## src/rtl/parking_keypad_if.sv

```systemverilog
// Keypad/checker bundle for the parking entrance stage.
// master: keypad + password checker side (drives keys and verdicts, observes entry status).
// slave : parking_keypad (consumes keys/verdicts, presents password, strobe and status).
//   key_valid/key_code   one-cycle key strobe and code (0..9 digit, A clear, B enter)
//   ok_pass/wrong_pass   checker verdicts
//   pass_value/valid     20-bit binary password and one-cycle submit strobe
//   digit_count, entry_active, entry_error, locked, fail_count  entry status
interface parking_keypad_if;
  logic        key_valid;
  logic [3:0]  key_code;
  logic        ok_pass;
  logic        wrong_pass;
  logic [19:0] pass_value;
  logic        pass_valid;
  logic [2:0]  digit_count;
  logic        entry_active;
  logic        entry_error;
  logic        locked;
  logic [1:0]  fail_count;

  modport master (
    output key_valid, key_code, ok_pass, wrong_pass,
    input  pass_value, pass_valid, digit_count, entry_active, entry_error, locked, fail_count
  );

  modport slave (
    input  key_valid, key_code, ok_pass, wrong_pass,
    output pass_value, pass_valid, digit_count, entry_active, entry_error, locked, fail_count
  );
endinterface

```

## src/rtl/parking_keypad.sv

```systemverilog
// Entrance keypad stage: accumulates decimal digits into a binary password,
// submits it to the checker with a one-cycle strobe, waits for the verdict,
// and enforces entry/verdict timeouts and a lockout after repeated rejections.
// Ports:
//   clk    system clock, rising edge
//   rst_n  asynchronous active-low reset
//   kp     parking_keypad_if.slave bundle (keys/verdicts in, password/status out)
module parking_keypad #(
  parameter int unsigned DIGITS         = 6,
  parameter int unsigned TIMEOUT_CYCLES = 1000,
  parameter int unsigned MAX_TRIES      = 3,
  parameter int unsigned LOCK_CYCLES    = 5000
) (
  input  logic             clk,
  input  logic             rst_n,
  parking_keypad_if.slave  kp
);

  localparam int unsigned PW_W    = 20;
  localparam int unsigned DC_W    = 3;
  localparam int unsigned FC_W    = 2;
  localparam int unsigned CNT_MAX = (LOCK_CYCLES > TIMEOUT_CYCLES) ? LOCK_CYCLES : TIMEOUT_CYCLES;
  localparam int unsigned CNT_W   = $clog2(CNT_MAX + 1);

  typedef enum logic [2:0] {
    S_IDLE,
    S_ENTRY,
    S_SUBMIT,
    S_WAIT,
    S_LOCKOUT
  } state_e;

  state_e            state_q, state_d;
  logic [PW_W-1:0]   pass_value_q, pass_value_d;
  logic [DC_W-1:0]   digit_count_q, digit_count_d;
  logic [FC_W-1:0]   fail_count_q, fail_count_d;
  logic [CNT_W-1:0]  cnt_q, cnt_d;
  logic              pass_valid_q, pass_valid_d;
  logic              entry_active_q, entry_active_d;
  logic              entry_error_q, entry_error_d;
  logic              locked_q, locked_d;

  logic key_digit;
  logic key_clear;
  logic key_enter;

  assign key_digit = kp.key_valid && (kp.key_code < 4'd10);
  assign key_clear = kp.key_valid && (kp.key_code == 4'hA);
  assign key_enter = kp.key_valid && (kp.key_code == 4'hB);

  // State and output registers
  always_ff @(posedge clk or negedge rst_n) begin
    if (!rst_n) begin
      state_q        <= S_IDLE;
      pass_value_q   <= '0;
      digit_count_q  <= '0;
      fail_count_q   <= '0;
      cnt_q          <= '0;
      pass_valid_q   <= 1'b0;
      entry_active_q <= 1'b0;
      entry_error_q  <= 1'b0;
      locked_q       <= 1'b0;
    end else begin
      state_q        <= state_d;
      pass_value_q   <= pass_value_d;
      digit_count_q  <= digit_count_d;
      fail_count_q   <= fail_count_d;
      cnt_q          <= cnt_d;
      pass_valid_q   <= pass_valid_d;
      entry_active_q <= entry_active_d;
      entry_error_q  <= entry_error_d;
      locked_q       <= locked_d;
    end
  end

  // Next-state logic; cnt_q is the shared idle / verdict / lockout timer
  always_comb begin
    state_d       = state_q;
    pass_value_d  = pass_value_q;
    digit_count_d = digit_count_q;
    fail_count_d  = fail_count_q;
    cnt_d         = cnt_q + CNT_W'(1);
    entry_error_d = 1'b0;

    case (state_q)
      S_IDLE: begin
        cnt_d = '0;
        if (key_digit) begin
          state_d       = S_ENTRY;
          pass_value_d  = PW_W'(kp.key_code);
          digit_count_d = DC_W'(1);
        end
      end

      S_ENTRY: begin
        if (kp.key_valid) begin
          cnt_d = '0;
          if (key_digit) begin
            // A digit beyond the password length is dropped silently
            if (digit_count_q < DC_W'(DIGITS)) begin
              pass_value_d  = PW_W'(pass_value_q * PW_W'(10)) + PW_W'(kp.key_code);
              digit_count_d = digit_count_q + DC_W'(1);
            end
          end else if (key_clear) begin
            state_d       = S_IDLE;
            pass_value_d  = '0;
            digit_count_d = '0;
          end else if (key_enter) begin
            if (digit_count_q == DC_W'(DIGITS)) begin
              state_d = S_SUBMIT;
            end else begin
              state_d       = S_IDLE;
              pass_value_d  = '0;
              digit_count_d = '0;
              entry_error_d = 1'b1;
            end
          end
        end else if (cnt_q == CNT_W'(TIMEOUT_CYCLES - 1)) begin
          state_d       = S_IDLE;
          pass_value_d  = '0;
          digit_count_d = '0;
          entry_error_d = 1'b1;
        end
      end

      S_SUBMIT: begin
        state_d = S_WAIT;
        cnt_d   = '0;
      end

      S_WAIT: begin
        // ok_pass takes priority over a simultaneous wrong_pass
        if (kp.ok_pass) begin
          state_d       = S_IDLE;
          fail_count_d  = '0;
          pass_value_d  = '0;
          digit_count_d = '0;
        end else if (kp.wrong_pass) begin
          fail_count_d  = fail_count_q + FC_W'(1);
          pass_value_d  = '0;
          digit_count_d = '0;
          cnt_d         = '0;
          state_d       = (fail_count_q == FC_W'(MAX_TRIES - 1)) ? S_LOCKOUT : S_IDLE;
        end else if (cnt_q == CNT_W'(TIMEOUT_CYCLES - 1)) begin
          state_d       = S_IDLE;
          pass_value_d  = '0;
          digit_count_d = '0;
          entry_error_d = 1'b1;
        end
      end

      S_LOCKOUT: begin
        if (cnt_q == CNT_W'(LOCK_CYCLES - 1)) begin
          state_d      = S_IDLE;
          fail_count_d = '0;
        end
      end

      default: begin
        state_d = S_IDLE;
      end
    endcase

    // Status outputs are registered copies decoded from the next state
    pass_valid_d   = (state_d == S_SUBMIT);
    entry_active_d = (state_d == S_ENTRY) || (state_d == S_SUBMIT) || (state_d == S_WAIT);
    locked_d       = (state_d == S_LOCKOUT);
  end

  assign kp.pass_value   = pass_value_q;
  assign kp.pass_valid   = pass_valid_q;
  assign kp.digit_count  = digit_count_q;
  assign kp.entry_active = entry_active_q;
  assign kp.entry_error  = entry_error_q;
  assign kp.locked       = locked_q;
  assign kp.fail_count   = fail_count_q;

endmodule

```

## src/flat_wrapper.sv

```systemverilog
// flat-port wrapper written by rule: the top's interface ports become plain ports
module parking_keypad_flat 
#(
  parameter int unsigned DIGITS         = 6,
  parameter int unsigned TIMEOUT_CYCLES = 1000,
  parameter int unsigned MAX_TRIES      = 3,
  parameter int unsigned LOCK_CYCLES    = 5000
)
  (clk, rst_n, kp_key_valid, kp_key_code, kp_ok_pass, kp_wrong_pass, kp_pass_value, kp_pass_valid, kp_digit_count, kp_entry_active, kp_entry_error, kp_locked, kp_fail_count);
  parking_keypad_if kp_i ();
  input  logic clk;
  input  logic rst_n;
  input wire logic [$bits(kp_i.key_valid)-1:0] kp_key_valid;
  input wire logic [$bits(kp_i.key_code)-1:0] kp_key_code;
  input wire logic [$bits(kp_i.ok_pass)-1:0] kp_ok_pass;
  input wire logic [$bits(kp_i.wrong_pass)-1:0] kp_wrong_pass;
  output wire logic [$bits(kp_i.pass_value)-1:0] kp_pass_value;
  output wire logic [$bits(kp_i.pass_valid)-1:0] kp_pass_valid;
  output wire logic [$bits(kp_i.digit_count)-1:0] kp_digit_count;
  output wire logic [$bits(kp_i.entry_active)-1:0] kp_entry_active;
  output wire logic [$bits(kp_i.entry_error)-1:0] kp_entry_error;
  output wire logic [$bits(kp_i.locked)-1:0] kp_locked;
  output wire logic [$bits(kp_i.fail_count)-1:0] kp_fail_count;
  assign kp_i.key_valid = kp_key_valid;
  assign kp_i.key_code = kp_key_code;
  assign kp_i.ok_pass = kp_ok_pass;
  assign kp_i.wrong_pass = kp_wrong_pass;
  assign kp_pass_value = kp_i.pass_value;
  assign kp_pass_valid = kp_i.pass_valid;
  assign kp_digit_count = kp_i.digit_count;
  assign kp_entry_active = kp_i.entry_active;
  assign kp_entry_error = kp_i.entry_error;
  assign kp_locked = kp_i.locked;
  assign kp_fail_count = kp_i.fail_count;
  parking_keypad #(.DIGITS(DIGITS), .TIMEOUT_CYCLES(TIMEOUT_CYCLES), .MAX_TRIES(MAX_TRIES), .LOCK_CYCLES(LOCK_CYCLES)) u_core (.clk(clk), .rst_n(rst_n), .kp(kp_i));
endmodule
```

## config.mk

```make
export PLATFORM = sky130hd
export DESIGN_NAME = parking_keypad_flat
export DESIGN_NICKNAME = d
export VERILOG_FILES = /design/src/rtl/parking_keypad_if.sv /design/src/rtl/parking_keypad.sv /design/src/flat_wrapper.sv
export SDC_FILE = /design/constraint.sdc
export NUM_CORES = 1
export LEC_CHECK = 0
export CAP_MARGIN = 20
export CORE_UTILIZATION = 35
export DETAILED_ROUTE_END_ITERATION = 10
export RECOVER_POWER = 100
export SYNTH_ARGS = -nofsm -noshare
export SYNTH_HDL_FRONTEND = slang
export SYNTH_SLANG_ARGS = --single-unit
```

## constraint.sdc

```tcl
create_clock -name clk -period 4.3 [get_ports clk]
set_input_delay 0.86 -clock clk [delete_from_list [all_inputs] [get_ports clk]]
set_output_delay 0.86 -clock clk [all_outputs]
set_load 0.02 [all_outputs]
```

==> results.toml <==
[synth]
synth_top_area_share_pct = 32.1
synth_largest_area_cell = "dfrtp_1"
yosys.cell_count.top_type = "dfrtp_1"
synth_edf_count = 0
syn-cell-area_um2 = 3510
synth_cell_type_count = 70
synth_area_leaders = "dfrtp_1, ha_1, xor2_1"
synth_common_cells = "dfrtp_1, nand2_1, ha_1"
postSynthNetCount = 426
yosys_warnings = 0
ys_seq_elements = 45
netlist_instances = 377
syn_avg_cell_area_um2 = 9.30
async_reset_ff_share_pct = 100
ys.flop_type = "dfrtp_1"
ys_seq_area_share_pct = 32.1

[hold_path]
hold_path_class = "register to register"
holdCritStartpoint = "u_core.cnt_q[0]$_DFF_PN0_"

[setup_path]
startpoint_type = "register"
startpoint = "u_core.kp.pass_value[1]$_DFFE_PN0P_"
cp_data_arrival_time_ns = 3.74
path_buf_inv = 0
reg2reg_to = "u_core.kp.pass_value[18]$_DFFE_PN0P_"
crit_family = "compound AO/OA/AOI/OAI gates"
crit_type = "register to register"
worstSetupEndpointType = "register"
timing.rr.start = "u_core.kp.pass_value[1]$_DFFE_PN0P_"
crit_cells = 10
slowest_stage = "a2111oi_0"
crit_chain = "ha_1 > ha_1 > fa_1 > a211oi_1 > o211ai_1 > a2111oi_0 > nor2_1 > o211ai_1 > nor2_1 > a221o_1"
rrSetupSlack_ns = 0.76
crit_end = "u_core.kp.pass_value[18]$_DFFE_PN0P_"
critPathRequiredTime_ns = 4.49
worst_r2r_path_depth = 10
cpPeakStageDelay_ns = 0.60
path_max_fanout = 5

[job]
drv_cap = 0

[die]
dieArea_um2 = 10400
ios = 38
die_w_um = 102
rows = 36
core_um2 = 9730
die_h_um = 102
initial_core_util_pct = 36.0

[clock_tree]
postCtsHoldBufs = 0
cts.sink_count = 45
cts_max_path_buffers = 2
cts.repair.resized = 0
cts_buffers = 5
path_clk_slew_ns = 0.09
worstSkewPairLatency_ns = 0.30
cts_root_buf = "clkbuf_8"
post-cts-setup-buffer-count = 0
htree_levels = 2
cts_tree = "done"

[global_routing]
grt_pass1_vias = 2679
grt-ovfl-total = 0
grt_usage_pct = 15.5
grt_max_degree = 46
grt_pass1_wl_um = 12800
antenna_found_initial = 0

[power]
p_sw_share_pct = 43.5
power_switching_mw = 0.709
ir_drop_uv = 189
p_int_mw = 0.920
power_frac_comb_pct = 49.4
pwr-share-clk_pct = 16.3
p_leak_nw = 1.99
power-per-cell-area_nw_per_um2 = 402
pwr-share-seq_pct = 34.3

[sta]
final_hold_viol_count = 0
max_freq_mhz = 282
drv_slew = 0
rsz0062_at_grt = "no"
setup_violations = 0
min_period_over_period_pct = 82.4
finalWorstSetupSlack_ns = 0.756
relSlewSlack_pct = 14.4
tns_ns = 0
finClkSkew_ns = 0.00592
hold_ws_ns = 0.486
min_period_ns = 3.54
worst_slew_pin_slew_ns = 1.28

[drt]
drc_errors = 0
vias = 2830
vias_per_cell = 5.15
routedWlPerCell_um = 14.0
drtAntennaViolNets = 0
drtPass1Iterations = 4
drtIter0Drc = 97
routed_wl_um = 7710

[placed_design]
dp_hpwl_um = 6000
port_buffers = 37
gp_congestion = 0.801
preCtsSetupSlack_ns = 0.654

[layout]
post-route-util_pct = 41.7
area_delta_synth_final_pct = 15.6
drive_gt1_share_pct = 7.45
nets = 464
antenna_cells = 0

[outcome]
status = "completed"
-- per-layer routing --
| metal | vias to the layer above | share of wire (%) | wire [um] | track usage (%) |
|---|---|---|---|---|
| li1 | 1437 | - | - | - |
| met1 | 1338 | 50 | 3880 | 21.8 |
| met2 | 49 | 45 | 3480 | 24.3 |
| met3 | 6 | 3.3 | 254 | 3.01 |
| met4 | 0 | 1.2 | 95 | 4.07 |
| met5 | - | 0 | 0 | 0 |
-- cell families (layout without fill, tap and decap cells) --
family                     Yosys count  in the layout  synth area share (%)
AOI/OAI and AO/OA                   86             86                  17.6
and+or+nand+nor                    142            142                  21.8
xor gates and xnor gates            39             39                  10.2
buffers and inverters               23             62                  2.96
muxes                                2              2                 0.714
DFF                                 45             45                  32.1
adders and majority gates           40             40                  14.7
-- worst min path at each step --
stage                                      endpoint  slack [ns]  cells after the start
after detailed placement  u_core.cnt_q[0]$_DFF_PN0_        0.47                      1
after global routing      u_core.cnt_q[0]$_DFF_PN0_        0.50                      1
final                     u_core.cnt_q[0]$_DFF_PN0_        0.49                      1
after floorplan           u_core.cnt_q[0]$_DFF_PN0_        0.45                      1
after global placement    u_core.cnt_q[0]$_DFF_PN0_        0.47                      1
after CTS                 u_core.cnt_q[0]$_DFF_PN0_        0.49                      1
-- layout by cell type (no fill, tap or decap), drive strengths merged, types with 4 or more instances in the layout --
cell type      instances
a211oi                 4
a21o                  13
a21oi                 20
a31oi                  5
clkbuf                 9
clkdlybuf4s50          5
dfrtp                 45
dlygate4sd3           31
ha                    38
inv                   14
nand2                 45
nand3                 14
nand4                  6
nor2                  36
nor2b                  4
nor3                   6
nor4                   6
o211ai                 4
o21ai                 17
xnor2                 19
xor2                  20
-- worst reg2reg max path, delay by kind of cell, from the launching register on --
kind	cells	cell delay, ns
adder cells (fa/ha/maj)	3	0.98
AO/OA/AOI/OAI	5	1.81
AND/OR/NAND/NOR	2	0.22
flip-flops	1	0.44
-- metrics by stage --
| step | cells | power (mW) | cell area (um2) |
|---|---|---|---|
| after floorplan | 377 | 1.16 | 3510 |
| after global placement | 540 | 1.40 | 4000 |
| after detailed placement | 540 | 1.40 | 4000 |
| after CTS | 548 | 1.68 | 4090 |
| after global routing | 549 | 1.77 | 4050 |
| final | 549 | 1.63 | 4050 |
-- state kept, by name, summed over array words and instances, names as in the netlist --
signal	cells
u_core.kp.fail_count	2
u_core.kp.pass_valid	1
u_core.kp.entry_error	1
u_core.kp.digit_count	3
u_core.kp.locked	1
u_core.cnt_q	13
u_core.state_q	3
u_core.kp.pass_value	20
u_core.kp.entry_active	1
-- final cells by class --
type,instances,area (um2)
Timing Repair Buffer,40,379
Clock buffer,6,72.6
Sequential cell,45,1130
Clock inverter,2,15.0
Multi-Input combinational cell,309,2240
Tap cell,133,166
Inverter,14,52.6
Fill cell,998,5680
-- power by group through the flow --
stage | Sequential [mW] | Combinational [mW] | Clock, mW
3_5_place_dp | 0.572 | 0.829 | 0
3_3_place_gp | 0.570 | 0.833 | 0
6_report | 0.559 | 0.804 | 0.266
5_1_grt | 0.574 | 0.907 | 0.291
2_1_floorplan | 0.609 | 0.549 | 0
4_1_cts | 0.564 | 0.835 | 0.280
No activity file was read; power rests on OpenSTA's default activity.
